--- src/rtl/uart_pkg.sv ---
// Shared UART definitions: receiver FSM state encoding and default baud/oversample constants.
package uart_pkg;

    typedef enum logic [2:0] {
        ST_IDLE   = 3'd0,
        ST_START  = 3'd1,
        ST_DATA   = 3'd2,
        ST_PARITY = 3'd3,
        ST_STOP   = 3'd4
    } rx_state_t;

    // 50 MHz system clock, 19200 baud, 16x oversampling.
    localparam int UART_CLK_DIV    = 163;
    localparam int UART_OVERSAMPLE = 16;
    localparam int UART_START_MID  = UART_OVERSAMPLE / 2 - 1;
    localparam int UART_BIT_LAST   = UART_OVERSAMPLE - 1;

endpackage

--- src/rtl/uart_fifo.sv ---
// Synchronous first-word-fall-through FIFO; head word is visible on o_rdata while o_empty=0.
module uart_fifo
    import uart_pkg::*;
#(
    parameter int DW     = 8,
    parameter int FIFO_W = 2
) (
    input  logic          i_clk,
    input  logic          i_reset,
    input  logic          i_push,
    input  logic          i_pop,
    input  logic [DW-1:0] i_wdata,
    output logic [DW-1:0] o_rdata,
    output logic          o_empty,
    output logic          o_full
);

    localparam int DEPTH = 1 << FIFO_W;

    logic [DW-1:0]   r_mem [DEPTH];
    logic [FIFO_W:0] r_wr_ptr;
    logic [FIFO_W:0] r_rd_ptr;
    logic            w_do_pop;
    logic            w_do_push;

    // The extra MSB on each pointer distinguishes full from empty when the indices match.
    assign o_empty   = (r_wr_ptr == r_rd_ptr);
    assign o_full    = (r_wr_ptr[FIFO_W] != r_rd_ptr[FIFO_W]) &&
                       (r_wr_ptr[FIFO_W-1:0] == r_rd_ptr[FIFO_W-1:0]);
    assign w_do_pop  = i_pop & ~o_empty;
    assign w_do_push = i_push & (~o_full | w_do_pop);
    assign o_rdata   = o_empty ? '0 : r_mem[r_rd_ptr[FIFO_W-1:0]];

    always_ff @(posedge i_clk) begin
        if (w_do_push) begin
            r_mem[r_wr_ptr[FIFO_W-1:0]] <= i_wdata;
        end
    end

    always_ff @(posedge i_clk) begin
        if (i_reset) begin
            r_wr_ptr <= '0;
            r_rd_ptr <= '0;
        end else begin
            if (w_do_push) begin
                r_wr_ptr <= r_wr_ptr + 1'b1;
            end
            if (w_do_pop) begin
                r_rd_ptr <= r_rd_ptr + 1'b1;
            end
        end
    end

endmodule

--- src/rtl/uart_rx_buf.sv ---
// 16x oversampled 8N1 UART receiver feeding a FWFT byte FIFO.
// Define UART_RX_PARITY_EN to insert an even-parity bit between data and stop.
module uart_rx_buf
    import uart_pkg::*;
#(
    parameter int DBIT    = 8,
    parameter int SB_TICK = 16,
    parameter int CLK_DIV = UART_CLK_DIV,
    parameter int FIFO_W  = 2
) (
    input  logic            clk,
    input  logic            reset,
    input  logic            rx,
    input  logic            rd_uart,
    output logic [DBIT-1:0] r_data,
    output logic            rx_empty,
    output logic            rx_full,
    output logic            frame_err,
    output logic            overrun,
    output logic            parity_err
);

    localparam int CW = (CLK_DIV > 1) ? $clog2(CLK_DIV) : 1;
    localparam int NW = (DBIT > 1) ? $clog2(DBIT) : 1;

    logic            r_rx_meta;
    logic            r_rx_sync;
    logic [CW-1:0]   r_tick_cnt;
    logic            w_s_tick;
    rx_state_t       r_state;
    logic [3:0]      r_s;
    logic [NW-1:0]   r_n;
    logic [DBIT-1:0] r_shift;
    logic            r_frame_err;
    logic            r_overrun;
    logic            w_stop_done;
    logic            w_par_ok;
    logic            w_push;
    logic            w_full;
    logic            w_empty;

    always_ff @(posedge clk) begin
        if (reset) begin
            r_rx_meta  <= 1'b1;
            r_rx_sync  <= 1'b1;
            r_tick_cnt <= '0;
        end else begin
            r_rx_meta  <= rx;
            r_rx_sync  <= r_rx_meta;
            r_tick_cnt <= w_s_tick ? '0 : r_tick_cnt + 1'b1;
        end
    end

    assign w_s_tick    = (r_tick_cnt == CW'(CLK_DIV - 1));
    assign w_stop_done = (r_state == ST_STOP) && w_s_tick && (r_s == 4'(SB_TICK - 1));

`ifdef UART_RX_PARITY_EN
    logic r_par_bit;
    logic r_parity_err;
    assign w_par_ok   = ~(^{r_shift, r_par_bit});
    assign parity_err = r_parity_err;
`else
    assign w_par_ok   = 1'b1;
    assign parity_err = 1'b0;
`endif

    assign w_push = w_stop_done & r_rx_sync & w_par_ok;

    always_ff @(posedge clk) begin
        if (reset) begin
            r_state     <= ST_IDLE;
            r_s         <= '0;
            r_n         <= '0;
            r_shift     <= '0;
            r_frame_err <= 1'b0;
`ifdef UART_RX_PARITY_EN
            r_par_bit    <= 1'b0;
            r_parity_err <= 1'b0;
`endif
        end else begin
            r_frame_err <= 1'b0;
`ifdef UART_RX_PARITY_EN
            r_parity_err <= 1'b0;
`endif
            case (r_state)
                ST_IDLE: begin
                    if (!r_rx_sync) begin
                        r_state <= ST_START;
                        r_s     <= '0;
                    end
                end
                ST_START: begin
                    if (w_s_tick) begin
                        // Mid-start-bit check: a line already back high was only a glitch.
                        if (r_s == 4'(UART_START_MID)) begin
                            if (!r_rx_sync) begin
                                r_state <= ST_DATA;
                                r_s     <= '0;
                                r_n     <= '0;
                            end else begin
                                r_state <= ST_IDLE;
                            end
                        end else begin
                            r_s <= r_s + 4'd1;
                        end
                    end
                end
                ST_DATA: begin
                    if (w_s_tick) begin
                        if (r_s == 4'(UART_BIT_LAST)) begin
                            r_shift <= {r_rx_sync, r_shift[DBIT-1:1]};
                            r_s     <= '0;
                            if (r_n == NW'(DBIT - 1)) begin
`ifdef UART_RX_PARITY_EN
                                r_state <= ST_PARITY;
`else
                                r_state <= ST_STOP;
`endif
                            end else begin
                                r_n <= r_n + 1'b1;
                            end
                        end else begin
                            r_s <= r_s + 4'd1;
                        end
                    end
                end
`ifdef UART_RX_PARITY_EN
                ST_PARITY: begin
                    if (w_s_tick) begin
                        if (r_s == 4'(UART_BIT_LAST)) begin
                            r_par_bit <= r_rx_sync;
                            r_s       <= '0;
                            r_state   <= ST_STOP;
                        end else begin
                            r_s <= r_s + 4'd1;
                        end
                    end
                end
`endif
                ST_STOP: begin
                    if (w_s_tick) begin
                        if (r_s == 4'(SB_TICK - 1)) begin
                            // Framing error outranks parity error; the push itself is decoded from w_push.
                            if (!r_rx_sync) begin
                                r_frame_err <= 1'b1;
                            end
`ifdef UART_RX_PARITY_EN
                            else if (!w_par_ok) begin
                                r_parity_err <= 1'b1;
                            end
`endif
                            r_state <= ST_IDLE;
                            r_s     <= '0;
                        end else begin
                            r_s <= r_s + 4'd1;
                        end
                    end
                end
                default: begin
                    r_state <= ST_IDLE;
                end
            endcase
        end
    end

    // A simultaneous pop frees the slot, so a push into a full FIFO is only lost without one.
    always_ff @(posedge clk) begin
        if (reset) begin
            r_overrun <= 1'b0;
        end else begin
            r_overrun <= w_push & w_full & ~rd_uart;
        end
    end

    uart_fifo #(
        .DW     (DBIT),
        .FIFO_W (FIFO_W)
    ) u_fifo (
        .i_clk   (clk),
        .i_reset (reset),
        .i_push  (w_push),
        .i_pop   (rd_uart),
        .i_wdata (r_shift),
        .o_rdata (r_data),
        .o_empty (w_empty),
        .o_full  (w_full)
    );

    assign rx_empty  = w_empty;
    assign rx_full   = w_full;
    assign frame_err = r_frame_err;
    assign overrun   = r_overrun;

endmodule

--- config.mk ---
export PLATFORM = sky130hd
export DESIGN_NAME = uart_rx_buf
export DESIGN_NICKNAME = d
export VERILOG_FILES = /design/src/rtl/uart_pkg.sv /design/src/rtl/uart_fifo.sv /design/src/rtl/uart_rx_buf.sv
export SDC_FILE = /design/constraint.sdc
export NUM_CORES = 1
export LEC_CHECK = 0
export BUFFER_PORTS_ARGS = -buffer_cell sky130_fd_sc_hd__buf_4
export CAP_MARGIN = 10
export CORE_UTILIZATION = 60
export CTS_BUF_LIST = sky130_fd_sc_hd__clkbuf_16
export DETAILED_ROUTE_END_ITERATION = 16
export PLACE_DENSITY_LB_ADDON = 0.08
export SYNTH_ARGS = -nofsm -noshare
export SYNTH_HDL_FRONTEND = slang
export SYNTH_HIERARCHICAL = 1
export SYNTH_SLANG_ARGS = --single-unit
--- constraint.sdc ---
create_clock -name clk -period 3.2 [get_ports clk]
set_clock_uncertainty 0.1 [all_clocks]
set_input_delay 0.32 -clock clk [delete_from_list [all_inputs] [get_ports clk]]
set_output_delay 0.32 -clock clk [all_outputs]
set_load 0.005 [all_outputs]
; Yosys cells after proc, flatten, opt, wreduce, memory -nomap -nowiden
; Memory sizes are Yosys's and may differ from the RTL's. A register that Yosys moved wholly into a read port is not among the register bits.
; Cells that the tools add are included.
[totals]
register_bits = 36
ramBits = 32
input_bits = 4
out_inout_bits = 13
wordCells = 92
mem_count = 1
[memory_table]
columns = name, words, width, read_ports, rd_clocked_by_memory_dff, write_ports, line_no
row1 = u_fifo.r_mem, 4, 8, 1, 1, 1, uart_fifo.sv:20  ; logic [DW-1:0] r_mem [DEPTH];
[classes]
add_sub_neg = 5
eq_ne = 21
muxes = 29
bitwise = 12
reduce_logical = 13
[op_table]
columns = cell, n
row1 = $mux 3, 14
row2 = $mux 4, 5
row3 = $ne 2x2->1 const B, 9
row4 = $pmux 3 s4, 1
row5 = $pmux 4 s3, 1
row6 = $add 3x1->3 const B, 3
row7 = $add 8x1->8 const B, 1
row8 = $eq 8x8->1 const B, 1
row9 = $mux 8, 1
row10 = $reduce_and 8->1, 1
row11 = $reduce_and 7->1, 1
row12 = $eq 3x3->1 const B, 2
row13 = $mux 2, 3
row14 = $not 1->1, 6
row15 = $pmux 3 s2, 1
row16 = $reduce_and 3->1, 2
row17 = $and 1x1->1, 5
row18 = $add 4x1->4 const B, 1
row19 = $eq 4x3->1 const B, 1
row20 = $eq 4x4->1 const B, 1
row21 = $ne 2x1->1 const B, 2
row22 = $reduce_or 2->1, 2
row23 = $reduce_or 4->1, 1
row24 = $eq 3x1->1 const B, 1
row25 = 10 further kinds, 14

; Longest topological paths before layout
; Gate-level depths: netlist of the first run.
[logic_depth]
word_depth = 7
ltp_mapped = 8
mapped_depth_nobuf = 8

; By module
; Netlist of the first run, hierarchy kept.
[by_module_without_submodules]
columns = mod, instances, cells_each, area_each_um2, seq_area_each_um2
row1 = uart_fifo, 1, 104, 1707.9, 1121.1
row2 = uart_rx_buf, 1, 149, 1421.4, 600.6

; Worst setup path after synthesis of the first run
; Ideal clock, no wire load.
[synth_path]
path_type = register -> register
start = register r_tick_cnt[0]
end = register u_fifo.r_wr_ptr[2]
setup_time_ns = 0.121
arrival_time_ns = 2.020
required_time_ns = 2.979
slack_ns = 0.959
stages_incl_launch_ff = 9
n_path_buf = 0
synth_period_minus_slack_ns = 2.241
cell_sequence = dfxtp_1 -> inv_1 -> ha_1 -> and4bb_4 -> nand3_1 -> nor2_1 -> nand2_1 -> a41oi_1 -> mux2_2
[synth_between]
elab_chain_cells = 5
[synth_lines]
columns = element, line_no
row1 = "start, declared", uart_rx_buf.sv:28  ; logic [CW-1:0] r_tick_cnt;
row2 = "start signal, assigned", uart_rx_buf.sv:50  ; r_tick_cnt <= w_s_tick ? '0 : r_tick_cnt + 1'b1;
row3 = $eq 8x8->1, uart_rx_buf.sv:54  ; assign w_s_tick = (r_tick_cnt == CW'(CLK_DIV - 1));
row4 = $logic_and 1x1->1 (2 in series), uart_rx_buf.sv:55  ; assign w_stop_done = (r_state == ST_STOP) && w_s_tick && (r_s == 4'(SB_TICK - 1));
row5 = $and 1x1->1, uart_rx_buf.sv:67  ; assign w_push = w_stop_done & r_rx_sync & w_par_ok;
row6 = via w_push, uart_rx_buf.sv:38  ; logic w_push;
row7 = $and 1x1->1, uart_fifo.sv:31  ; assign w_do_push = i_push & (~o_full | w_do_pop);
row8 = "end signal, assigned", uart_fifo.sv:46  ; r_wr_ptr <= r_wr_ptr + 1'b1;
row9 = "end, declared", uart_fifo.sv:21  ; logic [FIFO_W:0] r_wr_ptr;
; The timed path passes the listed nets, and every way through them passes these cells.
; A chain may end at the register's enable or synchronous reset.

==> reports/results.ini, run 1 <==
[run_status]
status=completed

[clock_network]
clk_latency_ns=0.32
postCtsSetupRepairBufs=0
cts_root_buffer=clkbuf_16
ctsHoldBuffers=0
numCtsBuffers=9
cts_tree=done
cts_buffer_depth=2
htreeDepth=3
ctsResizeCount=0
cts.sinks=70
clk_pin_slew_ns=0.05

[setup_path]
timing_worst_setup_path_type=register to primary output
critPathCaptureType=primary output
path_max_fanout=8
worstPathCellList=mux4_2 > nor2b_1 > buf_4
crit_slowest_cell=dfxtp_1
crit_arrival_ns=1.88
required_ns=2.78
slowest_delay_ns=0.64
cp-start-kind=register

[die]
io_pins=17
die_w_um=74.22
core_area_sq_um=4880
die_area_sq_um=5508
start_util_pct=64.13
die_h_um=74.22
core.rowCount=25

[placed_design]
dpl.hpwl_um=3588
gp_congestion=0.8246
io_buffer_count=15

[logic_synthesis]
ys_warn_count=6
synth_flop_cell=dfxtp_1
synth_edf_count=32
syn-instance-count=253
syn_avg_cell_area_sq_um=12.37
yosysSeqAreaShare_pct=55.02
synthesis.nets=267
synth_seq_cells=70
async_reset_ff_share_pct=0
netlist_area_sq_um=3129
ys_types=54

[power]
clockPowerShare_pct=47.8
seqPwrFrac_pct=46.2
peakVddDrop_uv=352.1
p_sw_share_pct=20.36
cellPowerDensity_nw_per_um2=581.8
p_int_mw=1.653
p_leak_nw=1.379
power_switching_mw=0.4225
p_comb_share_pct=6.0

[grt]
grt_max_degree=28
grt_pass1_vias=1907
grt-ovfl-total=0
grtUsageTotal_pct=22.09
antenna_found_initial=0
grt_pass1_wl_um=8818

[timing]
drv_slew=0
setup_violations=0
worst_pin_slew_ns=0.6464
relSlewSlack_pct=56.67
fin_crit_sh_pct=71.82
finalHoldViolCount=0
grt_setup_unrepaired=false
tns_ns=0
fmax_mhz=435.1
period_needed_ns=2.298

[layout]
fin_nets=284
final_common_cell=dfxtp_1
insertedDiodeCount=0
syn2layout_area_growth_pct=13.99
final_util_pct=73.10
drive_gt1_share_pct=18.91
layout_common_cells=dfxtp_1, edfxtp_1, nor2_1

[flow_run]
maxCapViolCount=0

[worst_hold_path]
hold_path_class=primary input to register

[route]
wl_per_cell_um=15.50
drcViolationCount=0
via_per_inst=5.602
drtAntennaViolNets=0
vias=1916
wirelength_um=5301
firstDrtPassIters=4
drt_iter0_drc=104

-- worst max-delay path, delay by kind of cell, from the launching register on --
kind,cells,cell delay (ns)
buffers and inverters,1,0.16
DFF,1,0.64
muxes,1,0.60
and+or+nand+nor,1,0.15
-- routing by layer --
| metal | part of all wire (%) | wire [um] | track usage, % |
|---|---|---|---|
| met5 | 0 | 0 | 0 |
| met4 | 1.0 | 53 | 9.224 |
| met3 | 3.6 | 191 | 5.827 |
| met2 | 49 | 2579 | 36.16 |
| met1 | 47 | 2477 | 27.96 |
-- flip-flops by register name, indices dropped and copies added (netlist names), 3 cells and up, named ones only --
register	cells
u_fifo/r_mem	32
u_fifo/r_wr_ptr	3
r_tick_cnt	8
u_fifo/r_rd_ptr	3
r_state	3
r_shift	8
r_n	3
r_s	4
-- cell families (layout without fill, tap and decap cells) --
logic type / after synthesis / in the layout / share of synthesized area (%)
and+or+nand+nor: 90 / 90 / 16.31
DFF: 70 / 70 / 55.02
AOI/OAI and AO/OA: 26 / 26 / 6.278
muxes: 23 / 23 / 10.88
buffers and inverters: 19 / 41 / 3.478
xor gates and xnor gates: 14 / 14 / 3.919
adders and majority gates: 10 / 10 / 3.998
other: 1 / 1 / 0.1198
-- cell usage after synthesis (2+ instances only) --
cell type,n,area (sq um)
nor3_1,4,20.02
nand3_1,7,35.03
xor2_1,7,61.31
or4b_1,2,20.02
clkbuf_1,2,7.510
nor3b_1,3,22.52
edfxtp_1,32,960.9
a21oi_1,3,15.01
o21ai_0,4,20.02
mux4_2,8,180.2
or2_2,3,18.77
o31a_1,2,17.52
nor2_1,28,105.1
buf_6,2,22.52
buf_2,3,15.01
a2111oi_0,2,17.52
mux2_2,4,45.04
inv_1,9,33.78
mux2i_1,10,100.1
dfxtp_1,38,760.7
nor4_1,2,12.51
o2bb2ai_1,2,17.52
ha_1,10,125.1
nor2b_1,10,62.56
nand2_1,15,56.30
and3_1,3,18.77
xnor2_1,7,61.31
and2_1,3,18.77
a31oi_1,3,18.77
-- path summary, 6_finish.rpt --
path	from	cells past startpoint	slack (ns)	endpoint
min reg2reg	r_rx_meta$_SDFF_PP1_	1	0.31	r_rx_sync$_SDFF_PP1_
max	register	3	0.90	r_data[6]
max reg2reg	r_tick_cnt[0]$_SDFF_PP0_	7	0.92	u_fifo/r_mem[0][1]$_DFFE_PP_
min	rx	2	0.08	r_rx_meta$_SDFF_PP1_
-- power groups by stage --
stage	registers (mW)	logic (mW)	clock network, mW
final	0.958	0.125	0.992
after global placement	0.977	0.123	0
after CTS	0.959	0.127	1.01
after global routing	0.961	0.141	1.05
after floorplan	0.965	0.0905	0
after detailed placement	0.978	0.126	0
-- area by class of cell --
type / instances / area [sq um]
Sequential cell: 70 / 1722
Fill cell: 345 / 1313
Multi-Input combinational cell: 164 / 1299
Clock buffer: 10 / 250.2
Timing Repair Buffer: 16 / 120.1
Tap cell: 67 / 83.83
Clock inverter: 6 / 58.81
Inverter: 9 / 33.78
-- stage by stage --
| step | worst slack (ns) | instance area (sq um) | total power, mW | hold WS (ns) | cells |
|---|---|---|---|---|---|
| floorplan | 0.9590 | 3129 | 1.056 | 0.2895 | 253 |
| global placement | 0.9742 | 3258 | 1.100 | 0.2981 | 326 |
| detailed placement | 0.9287 | 3258 | 1.104 | 0.2944 | 326 |
| CTS | 0.8395 | 3567 | 2.098 | 0.07247 | 342 |
| global route | 0.7670 | 3567 | 2.150 | 0.08582 | 342 |
| finish | 0.9018 | 3567 | 2.075 | 0.08166 | 342 |
No activity file was read; power rests on OpenSTA's default activity.
==> run 2: changes to the inputs <==
- clock period: 3.2 -> 2.33 ns (I/O delays scaled with it)
==> run 2 against run 1 <==
- first-iteration DRC count rose by 8.7%
- clock power rose by 35%
- die area did not move
- register-to-register slack got worse by 0.71 ns
- design area rose by 1.1%
- global-route usage fell by 0.69 points
- highest routed layer unchanged
- cell count rose by 1.8%
- largest power group unchanged
- sequential share of layout area fell by 0.54 points
==> reports/results.ini, run 2 (synthesis results as in run 1) <==
[setup_path]
critPathCaptureType=primary output  ; unchanged
crit_arrival_ns=1.81  ; was 1.88 ns
path_max_fanout=8  ; unchanged
timing_worst_setup_path_type=register to primary output  ; unchanged
cp-start-kind=register  ; unchanged
required_ns=2.00  ; was 2.78 ns

[grt]
antenna_found_initial=0  ; unchanged
grt_max_degree=28  ; unchanged
grt_pass1_wl_um=8645  ; was 8818 um
grtUsageTotal_pct=21.40  ; was 22.09%
grt_pass1_vias=1876  ; was 1,907
grt-ovfl-total=0  ; unchanged

[layout]
fin_nets=290  ; was 284
final_util_pct=73.92  ; was 73.10%
drive_gt1_share_pct=21.35  ; was 18.91%
insertedDiodeCount=0  ; unchanged
largest_reg_flops=32  ; unchanged
fill_cells=344  ; was 345
final_common_cell=dfxtp_1  ; unchanged
final_cell_area_sq_um=3607  ; was 3567 sq um
syn2layout_area_growth_pct=15.27  ; was 13.99%
layout_common_cells=dfxtp_1, edfxtp_1, nor2_1  ; unchanged

[die]
start_util_pct=64.13  ; unchanged
core_area_sq_um=4880  ; unchanged
core.rowCount=25  ; unchanged
io_pins=17  ; unchanged
die_area_sq_um=5508  ; unchanged
die_h_um=74.22  ; unchanged
die_w_um=74.22  ; unchanged

[run_status]
status=completed  ; unchanged

[clock_network]
postCtsSetupRepairBufs=0  ; unchanged
cts_root_buffer=clkbuf_16  ; unchanged
cts_tree=done  ; unchanged
cts_buffer_depth=2  ; unchanged
clk_pin_slew_ns=0.06  ; was 0.05 ns
htreeDepth=3  ; unchanged
numCtsBuffers=9  ; unchanged
cts.sinks=70  ; unchanged
clk_latency_ns=0.32  ; about the same

[timing]
fmax_mhz=466.0
fin_crit_sh_pct=92.10
relSlewSlack_pct=65.75  ; was 56.67%
tns_ns=0  ; unchanged
worst_pin_slew_ns=0.5131  ; was 0.6464 ns
period_needed_ns=2.146
drv_slew=0  ; unchanged
setup_violations=0  ; unchanged
whs_ns=0.1145  ; was 0.08166 ns
grt_setup_unrepaired=false  ; unchanged
finalHoldViolCount=0  ; unchanged

[route]
met2_length_um=2406  ; was 2579 um
drt_iter0_drc=113  ; was 104
top_layer_used=met4  ; unchanged
drtAntennaViolNets=0  ; unchanged
vias=1922  ; was 1,916
drcViolationCount=0  ; unchanged
via_per_inst=5.523  ; was 5.602
wirelength_um=5036  ; was 5301 um
wl_met3_um=130  ; was 191 um
wl_per_cell_um=14.47  ; was 15.50 um
firstDrtPassIters=4  ; unchanged
m1WireLength_um=2396  ; was 2477 um

[power]
p_leak_nw=1.395  ; was 1.379 nW
peakVddDrop_uv=482.0  ; was 352.1 uV
cellPowerDensity_nw_per_um2=784.7  ; was 581.8 nW/um^2

[placed_design]
dpl.hpwl_um=3600  ; was 3588 um
gp_congestion=0.8275  ; was 0.8246
io_buffer_count=15  ; unchanged
placed_cell_area_sq_um=3296  ; was 3258 sq um

[worst_hold_path]
hold_path_class=primary input to register  ; unchanged

[flow_run]
maxCapViolCount=0  ; unchanged

## run 2: changes by cell type in the layout (fill, tap and decap cells not counted), sizes merged
cell / before / now
inv: 11 / 10
clkinv: 3 / 4
dlygate4sd3: 0 / 1
clkinvlp: 0 / 1
clkbuf: 10 / 9
buf: 16 / 21
## run 2: per-stage QoR
stage	power [mW]	cells	setup slack, ns
finish	2.831	348	0.1841
CTS	2.856	348	0.1006
detailed placement	1.522	331	0.1207
global placement	1.517	331	0.1858
global route	2.936	348	0.02372
floorplan	1.450	253	0.08898
## run 2: power breakdown
part,switching (mW),internal (mW)
clock,0.506,0.829
sequential,0.0255,1.29
combinational,0.0797,0.102
## run 2: worst max-delay path, stage by stage, from the launching register on
cell and delay [ns]:
dfxtp_1 0.64, mux4_2 0.57, nor2b_1 0.15, buf_4 0.13
## run 2: layer usage
layer | vias up | global-route usage [%]
li1 | 968 | -
met1 | 917 | 26.95
met2 | 26 | 34.95
met3 | 11 | 4.878
met4 | 0 | 10.69
met5 | - | 0
## run 2: what timing repair did
item | CTS | global route
hold endpoints to repair | 1 | 0
hold buffers | 1 | 0
resized for setup | 0 | 3
endpoints found under the setup margin | 0 | 24
## run 2: area by class of cell
type                            instances  area [sq um]  area share [%]
Inverter                                9         33.78          0.9365
Clock buffer                            9         225.2           6.243
Tap cell                               67         83.83           2.324
Multi-Input combinational cell        164          1303           36.11
Sequential cell                        70          1722           47.73
Timing Repair Buffer                   22         167.7           4.648
Clock inverter                          7         72.57           2.012
## run 2: final timing paths
kind | cells past startpoint | slack, ns | start | end
worst max-delay path | 3 | 0.18 | register | r_data[5]
worst min-delay path | 3 | 0.11 | rd_uart | overrun$_SDFF_PP0_
worst max register to register | 8 | 0.21 | r_tick_cnt[0]$_SDFF_PP0_ | u_fifo/r_mem[3][1]$_DFFE_PP_
worst min register to register | 1 | 0.31 | r_rx_meta$_SDFF_PP1_ | r_rx_sync$_SDFF_PP1_
==> run 3: changes to the inputs <==
--- a/config.mk
+++ b/config.mk
@@ -11,7 +11,6 @@
 export CTS_BUF_LIST = sky130_fd_sc_hd__clkbuf_16
 export DETAILED_ROUTE_END_ITERATION = 16
-export PLACE_DENSITY_LB_ADDON = 0.08
+export PLACE_DENSITY_LB_ADDON = 0.1
 export SYNTH_ARGS = -nofsm -noshare
 export SYNTH_HDL_FRONTEND = slang
-export SYNTH_HIERARCHICAL = 1
 export SYNTH_SLANG_ARGS = --single-unit
==> constraint.sdc (replaced) <==
create_clock -name clk -period 2.33 [get_ports clk]
set_clock_uncertainty 0.1 [all_clocks]
set_input_delay 0.233 -clock clk [delete_from_list [all_inputs] [get_ports clk]]
set_output_delay 0.233 -clock clk [all_outputs]
set_load 0.02 [all_outputs]
==> run 3 against run 2 <==
- via count grew 4.9%
- sequential power is essentially flat
- total power shrank 3.8%
- wire length grew 11%
- design area grew 2.2%
- register-to-register slack lost 0.06 ns
- largest cell class unchanged
==> reports/results.ini, run 3 <==
[run_status]
status=completed  ; unchanged

[layout]
seqCellArea_sq_um=1722  ; unchanged
final_util_pct=72.61  ; was 73.92%
fin_nets=310  ; was 290
syn2layout_area_growth_pct=16.63  ; was 15.27%
insertedDiodeCount=0  ; unchanged
final_common_cell=dfxtp_1  ; unchanged
layout_common_cells=dfxtp_1, edfxtp_1, buf_4  ; was dfxtp_1, edfxtp_1, nor2_1
drive_gt1_share_pct=20.93  ; was 21.35%
fill_cells=374  ; was 344
largest_reg_flops=32  ; unchanged
multi_input_area_sq_um=1330  ; was 1303 sq um

[timing]
fmax_mhz=459.2  ; was 466.0 MHz
drv_slew=0  ; unchanged
tns_ns=0  ; unchanged
period_needed_ns=2.178  ; was 2.146 ns
finalHoldViolCount=0  ; unchanged
grt_setup_unrepaired=false  ; unchanged
setup_violations=0  ; unchanged
fin_crit_sh_pct=93.46  ; was 92.10%

[setup_path]
critPathLaunch=r_tick_cnt[5]$_SDFF_PP0_
slowest_delay_ns=0.60  ; was 0.64 ns
timing_worst_setup_path_type=register to register  ; was register to primary output
critPathCaptureType=register  ; was primary output
cp-start-kind=register  ; unchanged
r2r-end=r_n[1]$_SDFFE_PP0P_  ; was u_fifo/r_mem[3][1]$_DFFE_PP_
r2r-start=r_tick_cnt[5]$_SDFF_PP0_  ; was r_tick_cnt[0]$_SDFF_PP0_
required_ns=2.48  ; was 2.00 ns
crit_family=simple AND/OR/NAND/NOR gates  ; was flip-flops
reg2reg_slack_ns=0.15  ; was 0.21 ns
path_max_fanout=6  ; was 8
worst_r2r_path_depth=5  ; was 8
cp_num_cells=5  ; was 3
critical_path_buf_inv_count=0  ; was 1
crit_arrival_ns=2.33  ; was 1.81 ns
crit_slowest_cell=or4b_1  ; was dfxtp_1
worstPathCellList=or4b_1 > nor4_4 > o211ai_1 > or3_1 > a21oi_1  ; was mux4_2 > nor2b_1 > buf_4

[grt]
antenna_found_initial=0  ; unchanged
grt_max_degree=40  ; was 28
grtUsageTotal_pct=22.18  ; was 21.40%
grt_pass1_wl_um=8970  ; was 8645 um
grt-ovfl-total=0  ; unchanged
grt_pass1_vias=1873  ; was 1,876

[logic_synthesis]
netlist_area_sq_um=3159  ; was 3129 sq um
synthesis.nets=283  ; was 267
yosysMostFrequentCell=dfxtp_1  ; unchanged
synth_common_cells=dfxtp_1, edfxtp_1, nor2_1  ; unchanged
async_reset_ff_share_pct=0  ; unchanged
synth_edf_count=32  ; unchanged
synth-compound-area-share_pct=5.426  ; was 6.277%
synth_seq_cells=70  ; unchanged
synth_mux_area_share_pct=8.871  ; was 10.88%
synthSimpleGateAreaFrac_pct=19.01  ; was 16.31%
synth_top_family_by_area=simple AND/OR/NAND/NOR gates  ; unchanged
yosysSeqAreaShare_pct=54.50  ; was 55.02%
ys_types=50  ; was 54
syn_avg_cell_area_sq_um=11.74  ; was 12.37 sq um
yosys.area_share.xor_xnor_pct=4.713  ; was 3.918%
synth_top_cell_by_area=edfxtp_1  ; unchanged
syn-instance-count=269  ; was 253
ys_warn_count=0  ; was 6
synthAdderAreaFrac_pct=3.960  ; was 3.998%
yosys-top-cells-area=edfxtp_1, dfxtp_1, mux4_2  ; unchanged
synth.top_cell.area_share_pct=30.42  ; was 30.71%
synth_flop_cell=dfxtp_1  ; unchanged

[clock_network]
cts_buffer_depth=2  ; unchanged
cts.sinks=70  ; unchanged
ctsResizeCount=0  ; unchanged
numCtsBuffers=9  ; unchanged
clk_pin_slew_ns=0.05  ; was 0.06 ns
cts_root_buffer=clkbuf_16  ; unchanged
cts_tree=done  ; unchanged
htreeDepth=3  ; unchanged
clk_latency_ns=0.32  ; about the same

[placed_design]
io_buffer_count=15  ; unchanged
gp_congestion=0.8043  ; was 0.8275
dpl.hpwl_um=3811  ; was 3600 um

[route]
via_per_inst=5.434  ; was 5.523
wirelength_um=5569  ; was 5036 um
drt_iter0_drc=114  ; was 113
drtAntennaViolNets=0  ; unchanged
vias=2016  ; was 1,922
wl_per_cell_um=15.01  ; was 14.47 um
firstDrtPassIters=4  ; unchanged
drcViolationCount=0  ; unchanged

[die]
core_area_sq_um=5075  ; was 4880 sq um
core.rowCount=26  ; was 25
io_pins=17  ; unchanged
die_area_sq_um=5560  ; was 5508 sq um
die_h_um=74.57  ; was 74.22 um
start_util_pct=62.25  ; was 64.13%
die_w_um=74.57  ; was 74.22 um

[power]
cellPowerDensity_nw_per_um2=739.3  ; was 784.7 nW/um^2
p_leak_nw=1.350  ; was 1.395 nW
peakVddDrop_uv=748.1  ; was 482.0 uV

[flow_run]
maxCapViolCount=0  ; unchanged

[worst_hold_path]
hold_start=rd_uart  ; unchanged
hold_path_end=overrun$_SDFF_PP0_  ; unchanged
hold_path_class=primary input to register  ; unchanged
hold_depth=3  ; unchanged

==> run 3: per-stage QoR <==
| stage | hold slack [ns] | total power, mW | instances | worst slack, ns | instance area (sq um) |
|---|---|---|---|---|---|
| floorplan | 0.2368 | 1.420 | 269 | 0.1966 | 3159 |
| global placement | 0.2905 | 1.445 | 354 | 0.2141 | 3383 |
| detailed placement | 0.2932 | 1.447 | 354 | 0.1604 | 3383 |
| CTS | 0.1636 | 2.738 | 371 | 0.1391 | 3685 |
| global route | 0.1803 | 2.813 | 371 | 0.04376 | 3685 |
| finish | 0.1655 | 2.724 | 371 | 0.1523 | 3685 |
==> run 3: cells by family after synthesis <==
kind of cell	Yosys count
AND/OR/NAND/NOR	106
flip-flops	70
AO/OA/AOI/OAI	26
buffers and inverters	21
multiplexers	18
XOR/XNOR	17
adder cells (fa/ha/maj)	10
other	1
==> run 3: worst max path at each step <==
stage                              end  slack [ns]
6_report           r_n[1]$_SDFFE_PP0P_        0.15
2_1_floorplan  r_shift[0]$_SDFFE_PP0P_        0.20
5_1_grt            r_n[1]$_SDFFE_PP0P_        0.04
4_1_cts            r_n[1]$_SDFFE_PP0P_        0.14
3_5_place_dp       r_n[0]$_SDFFE_PP0P_        0.16
3_3_place_gp       r_n[1]$_SDFFE_PP0P_        0.21
==> run 3: cell type report <==
cell class	count	share of cell area [%]
clock inverters	7	1.800
repair buffers	30	6.180
clock buffers	9	6.112
multi-input cells	178	36.10
well taps	70	2.377
inverters	7	0.7131
flip-flops and latches	70	46.72
==> run 3: tightest hold or removal path, cell delays in order <==
cell and delay, ns:
buf_4 0.10, or4_1 0.14, nor3_1 0.06
==> run 3: timing repair <==
| action | 4_1_cts | 5_1_grt |
|---|---|---|
| setup endpoints to repair | 0 | 0 |
| hold buffers | 1 | 0 |
| setup buffers | 0 | 0 |
| hold endpoints to repair | 1 | 0 |
==> run 3: layer usage <==
layer / track usage, % / share of wire (%) / routed length (um) / vias up
met5: 0 / 0 / 0 / -
met4: 7.547 / 0.61 / 34 / 0
met3: 6.098 / 2.3 / 130 / 4
met2: 37.64 / 50 / 2812 / 30
met1: 27.25 / 47 / 2592 / 958
li1: - / - / - / 1024
==> run 3: where the power goes <==
group          switching [mW]  internal [mW]  leakage (nW)  total, mW
sequential             0.0133           1.29         0.604       1.30
combinational          0.0713         0.0512         0.596      0.122
clock                   0.480          0.821         0.150       1.30
